===== config.mk =====
export PLATFORM = sky130hd
export DESIGN_NAME = uart_rx_fifo
export DESIGN_NICKNAME = d
export VERILOG_FILES = /design/src/rtl/uart_rx_fifo_pkg.sv /design/src/rtl/uart_rx_fifo_sync_fifo.sv /design/src/rtl/uart_rx_fifo.sv
export SDC_FILE = /design/constraint.sdc
export NUM_CORES = 1
export LEC_CHECK = 0
export CAP_MARGIN = 20
export CORE_MARGIN = 2
export CORE_UTILIZATION = 45
export DETAILED_ROUTE_END_ITERATION = 10
export PLACE_DENSITY = 0.62
export SLEW_MARGIN = 30
export SYNTH_ARGS = -nofsm -noshare
export SYNTH_HDL_FRONTEND = slang
export SYNTH_SLANG_ARGS = --single-unit

===== constraint.sdc =====
create_clock -name clk -period 3.5 [get_ports clk]
set_input_delay 0.525 -clock clk [delete_from_list [all_inputs] [get_ports clk]]
set_output_delay 0.525 -clock clk [all_outputs]
set_load 0.02 [all_outputs]

===== src/rtl/uart_rx_fifo_pkg.sv =====
// uart_rx_fifo_pkg: shared receiver state encoding and bit-timing helper
package uart_rx_fifo_pkg;

    typedef enum logic [2:0] {
        ST_IDLE,
        ST_START,
        ST_DATA,
        ST_STOP,
        ST_BRK
    } rx_state_t;

    function automatic int clks_per_bit(input int clk_freq, input int baud);
        return clk_freq / baud;
    endfunction

endpackage


===== src/rtl/uart_rx_fifo_sync_fifo.sv =====
// sync_fifo: single-clock first-word-fall-through FIFO with full/empty flags
module sync_fifo #(
    parameter int WIDTH = 8,
    parameter int DEPTH = 8
) (
    input  logic             clk,
    input  logic             reset,
    input  logic             wr_en,
    input  logic [WIDTH-1:0] wr_data,
    input  logic             rd_en,
    output logic [WIDTH-1:0] rd_data,
    output logic             full,
    output logic             empty
);

    localparam int AW = $clog2(DEPTH);

    logic [WIDTH-1:0] mem [DEPTH];
    logic [AW-1:0]    wr_ptr, rd_ptr;
    logic [AW:0]      count;
    logic             do_rd, do_wr;

    assign empty   = count == '0;
    assign full    = count == (AW+1)'(DEPTH);
    assign do_rd   = rd_en & ~empty;
    assign do_wr   = wr_en & (~full | do_rd);
    assign rd_data = empty ? '0 : mem[rd_ptr];

    // storage array; contents need no reset because empty masks the read port
    always_ff @(posedge clk) begin
        if (do_wr) mem[wr_ptr] <= wr_data;
    end

    // pointers wrap naturally at DEPTH; count tracks occupancy
    always_ff @(posedge clk) begin
        if (reset) begin
            wr_ptr <= '0;
            rd_ptr <= '0;
            count  <= '0;
        end else begin
            wr_ptr <= do_wr ? wr_ptr + AW'(1) : wr_ptr;
            rd_ptr <= do_rd ? rd_ptr + AW'(1) : rd_ptr;
            count  <= count + (AW+1)'(do_wr) - (AW+1)'(do_rd);
        end
    end

endmodule


===== src/rtl/uart_rx_fifo.sv =====
// uart_rx_fifo: 8N1 serial receiver feeding a byte FIFO with sticky error flags and irq
module uart_rx_fifo
    import uart_rx_fifo_pkg::*;
#(
    parameter int CLK_FREQ   = 16000000,
    parameter int BAUD       = 115200,
    parameter int FIFO_DEPTH = 8
) (
    input  logic       clk,
    input  logic       reset,
    input  logic       rx_uart,
    input  logic       rd_en,
    output logic [7:0] rd_data,
    output logic       rd_valid,
    output logic       irq_rx,
    output logic       overrun,
    output logic       frame_err,
    input  logic       clear_err
);

    localparam int CPB  = clks_per_bit(CLK_FREQ, BAUD);
    localparam int HALF = CPB / 2;
    localparam int CW   = $clog2(CPB + 1);

    rx_state_t     state, state_n;
    logic [1:0]    sync;
    logic          rx, rx_prev;
    logic [CW-1:0] cnt, cnt_n;
    logic [2:0]    idx, idx_n;
    logic [7:0]    shift, shift_n;
    logic          push, ferr_set, ovf_set, full, empty;

    assign rx       = sync[1];
    assign rd_valid = ~empty;
    assign ovf_set  = push & full & ~(rd_en & rd_valid);

    // synchroniser, edge history and receiver datapath registers
    always_ff @(posedge clk) begin
        if (reset) begin
            sync    <= 2'b11;
            rx_prev <= 1'b1;
            state   <= ST_IDLE;
            cnt     <= '0;
            idx     <= '0;
            shift   <= '0;
        end else begin
            sync    <= {sync[0], rx_uart};
            rx_prev <= rx;
            state   <= state_n;
            cnt     <= cnt_n;
            idx     <= idx_n;
            shift   <= shift_n;
        end
    end

    // frame FSM: start qualified at half bit, data and stop sampled a full bit later each
    always_comb begin
        state_n  = state;
        cnt_n    = cnt + CW'(1);
        idx_n    = idx;
        shift_n  = shift;
        push     = 1'b0;
        ferr_set = 1'b0;
        case (state)
            ST_IDLE: begin
                cnt_n   = '0;
                state_n = (rx_prev & ~rx) ? ST_START : ST_IDLE;
            end
            ST_START: if (cnt == CW'(HALF - 1)) begin
                cnt_n   = '0;
                idx_n   = '0;
                state_n = rx ? ST_IDLE : ST_DATA;
            end
            ST_DATA: if (cnt == CW'(CPB - 1)) begin
                cnt_n        = '0;
                shift_n[idx] = rx;
                idx_n        = idx + 3'd1;
                state_n      = (idx == 3'd7) ? ST_STOP : ST_DATA;
            end
            ST_STOP: if (cnt == CW'(CPB - 1)) begin
                cnt_n    = '0;
                push     = rx;
                ferr_set = ~rx;
                state_n  = rx ? ST_IDLE : ST_BRK;
            end
            ST_BRK: begin
                cnt_n   = '0;
                state_n = rx ? ST_IDLE : ST_BRK;
            end
            default: state_n = ST_IDLE;
        endcase
    end

    // sticky errors where a new event beats a simultaneous clear; irq lags rd_valid by one clock
    always_ff @(posedge clk) begin
        if (reset) begin
            irq_rx    <= 1'b0;
            overrun   <= 1'b0;
            frame_err <= 1'b0;
        end else begin
            irq_rx    <= rd_valid;
            overrun   <= ovf_set | (overrun & ~clear_err);
            frame_err <= ferr_set | (frame_err & ~clear_err);
        end
    end

    sync_fifo #(
        .WIDTH (8),
        .DEPTH (FIFO_DEPTH)
    ) u_fifo (
        .clk     (clk),
        .reset   (reset),
        .wr_en   (push),
        .wr_data (shift),
        .rd_en   (rd_en),
        .rd_data (rd_data),
        .full    (full),
        .empty   (empty)
    );

endmodule

==> run metrics <==
top_reg_cell synth=edfxtp_1; worst setup margin=0.628 ns; initial core utilization=0.461; CTS max path bufs=2; Hold Buf Count CTS=0; DR iter-0 viols=108; DRC violations left=0; Setup WS pre-CTS=0.734 ns; HP Class=reg -> reg; internal power=0.00199 W; die area=10700 µm²; sequential element share of the synthesized area=0.614; Final period util=0.821; Crit path arrival time=2.35 ns; Comb pwr share=0.256; GPL Wtd Cong=0.789; Syn Std Cell Area=4460 µm²; leak pwr=1.74 nW; Hold Path Origin=sync[0]; CTS tree=built; Worst path max stage delay=0.55 ns; Vias/cell=5.22; CTS sink cnt=105; CTS root buf=clkbuf_8; largest net degree at the start of global routing=20; max cap viols=0; crit-path cells=buf_4 > mux4_2 > mux2i_1 > nor2_1 > clkdlybuf4s50_1; buffer count from post-CTS setup fixing=0; switching pwr=0.000830 W; Critical Path End=rd_data[5]; cells after synthesis=337; Worst Path Required=2.97 ns; status=complete, no violations; Sw Ratio=0.294; top-area cell type share of the netlist area=0.430; Critical Path End Type=primary output; Yosys warnings=0; Yosys top cell by area=edfxtp_1; first-pass GRT wire length=13700 µm; M2 GR Usage=0.271; clk_skew=0.00895 ns; clock share of power=0.259; PwrDens=562 nW/µm²; final core utilization=0.518; Async SR Flop Fraction=0; # setup viols final=0; Top Ports=17; Worst-path clk slew=0.10 ns; Top Usage Layer GRT=met2; met1 Usage GRT=0.214; vias in the first global route=2698; Die W=104 µm; relative slew slack=0.441; Top delay family on crit path=buffers and inverters; via count=2592; first-pass iteration count of the detailed router=4; Seq cells post-synth=105; FF-to-FF Start=cnt[5]; EDFF count, synth=64; hpwl dp=5210 µm; Levels on crit path=5; min cycle time layout=2.87 ns; crit path launch type=register; Worst Reg-to-Reg Cells=5; routed wire length=7920 µm; Total GRT Usage=0.162; Resize count post-CTS=0; wire per inst=15.9 µm; r2r setup slk=0.95 ns; ant diodes=0; initial antenna violation count=0; peak supply drop=217 µV; Avg Cell Area, Syn=13.2 µm²; Cell Rows=36; Crit path buffers/inverters=2; total CTS buffers=9; fmax=348 MHz; crit path max fanout=16; most frequent cells in the layout=64 x edfxtp_1, 41 x dfxtp_1, 36 x nor2_1; reg2reg end=u_fifo.mem[7][7]; antenna-violating nets left=0; grt total ovfl=0; Worst path slowest cell=mux4_2; most area-consuming cells after synthesis=edfxtp_1 43%, dfxtp_1 18%, mux4_2 8.1%, mux2i_1 3.6%, ha_1 3.4%; I/O Buffers=16; Worst-Skew Late Latency=0.36 ns; total power=0.00282 W; H-tree depth=3; Final Slew Violations=0; unrepaired setup endpoints after global routing=no; CORE AREA=9680 µm²; final hold violation count=0; WS Path Type=reg -> out; share of layout cells above drive strength 1=0.159; Mapped Nets=355; Slew @ Worst Pin=0.836 ns; most common cell after layout, fill and taps aside=edfxtp_1; routing usage on met3=0.0302; setup_tns=0 ns; # nets final=377; Reg power frac=0.485; die height=104 µm; synth unique cells=42; Layout area overhead=12.4%
power groups by stage:
stage                     logic (W)  registers (W)  clock network (W)
after detailed placement   0.000735        0.00140                  0
after global placement     0.000728        0.00139                  0
final                      0.000721        0.00137           0.000731
after global routing       0.000808        0.00137           0.000807
after CTS                  0.000737        0.00137           0.000758
after floorplan            0.000518        0.00139                  0
per-stage QoR:
stage | instances | hold WS, ns | area, µm²
after floorplan | 337 | 0.389 | 4460
after global placement | 481 | 0.392 | 4820
after detailed placement | 481 | 0.398 | 4820
after CTS | 497 | 0.422 | 5020
after global routing | 497 | 0.452 | 5020
final | 497 | 0.418 | 5020
layer usage:
metal / wire, µm / vias to the layer above
li1: - / 1291
met1: 3750 / 1254
met2: 3860 / 35
met3: 194 / 12
met4: 107 / 0
met5: 0 / -
cell families after synthesis:
kind of cell	Yosys count	share of synthesized area
simple gates	112	0.139
flops	105	0.614
compound gates	34	0.0460
mux	32	0.117
buf+inv	31	0.0263
fa+ha+maj	13	0.0381
xor+xnor	10	0.0196
worst register-to-register path, stage by stage (launching register included):
cell and delay (ns):
dfxtp_1 0.38, or4b_4 0.54, nor4_1 0.28, buf_4 0.20
nand3_1 0.13, nor2_1 0.66
state kept, by name (all words and copies together), names as in the netlist, named ones only:
| name | count |
|---|---|
| cnt | 8 |
| frame_err | 1 |
| idx | 3 |
| irq_rx | 1 |
| overrun | 1 |
| rx_prev | 1 |
| shift | 8 |
| state | 3 |
| sync | 2 |
| u_fifo.count | 4 |
| u_fifo.mem | 64 |
| u_fifo.rd_ptr | 3 |
| u_fifo.wr_ptr | 3 |
area by class of cell:
class	count	area (µm²)
Multi-Input combinational cell	201	1600
Inverter	13	48.8
Clock inverter	6	61.3
Sequential cell	105	2740
Tap cell	133	166
Fill cell	860	4670
Timing Repair Buffer	29	258
Clock buffer	10	138
cells in the mapped netlist (all sizes together) (2+ instances only):
cell type	count
clkbuf	15
nor4	3
o21ai	6
nor3	5
a21oi	16
and3b	3
nand3b	2
inv	13
nor2b	5
mux2i	16
dfxtp	41
or4	3
buf	3
a211oi	2
a211o	3
mux4	16
nor2	36
nand2b	4
xor2	7
ha	12
nand3	10
edfxtp	64
or2	4
and3	4
nor3b	7
nand2	10
or3b	3
xnor2	3
nand4	9
o211ai	3
worst min-delay path by stage:
stage	depth (start not counted)	to	slack (ns)
CTS	1	sync[1]	0.42
global placement	1	sync[1]	0.39
finish	1	sync[1]	0.42
floorplan	1	sync[1]	0.39
global route	1	sync[1]	0.45
detailed placement	1	sync[1]	0.40
Note: power is estimated with default switching activity, not from simulation.
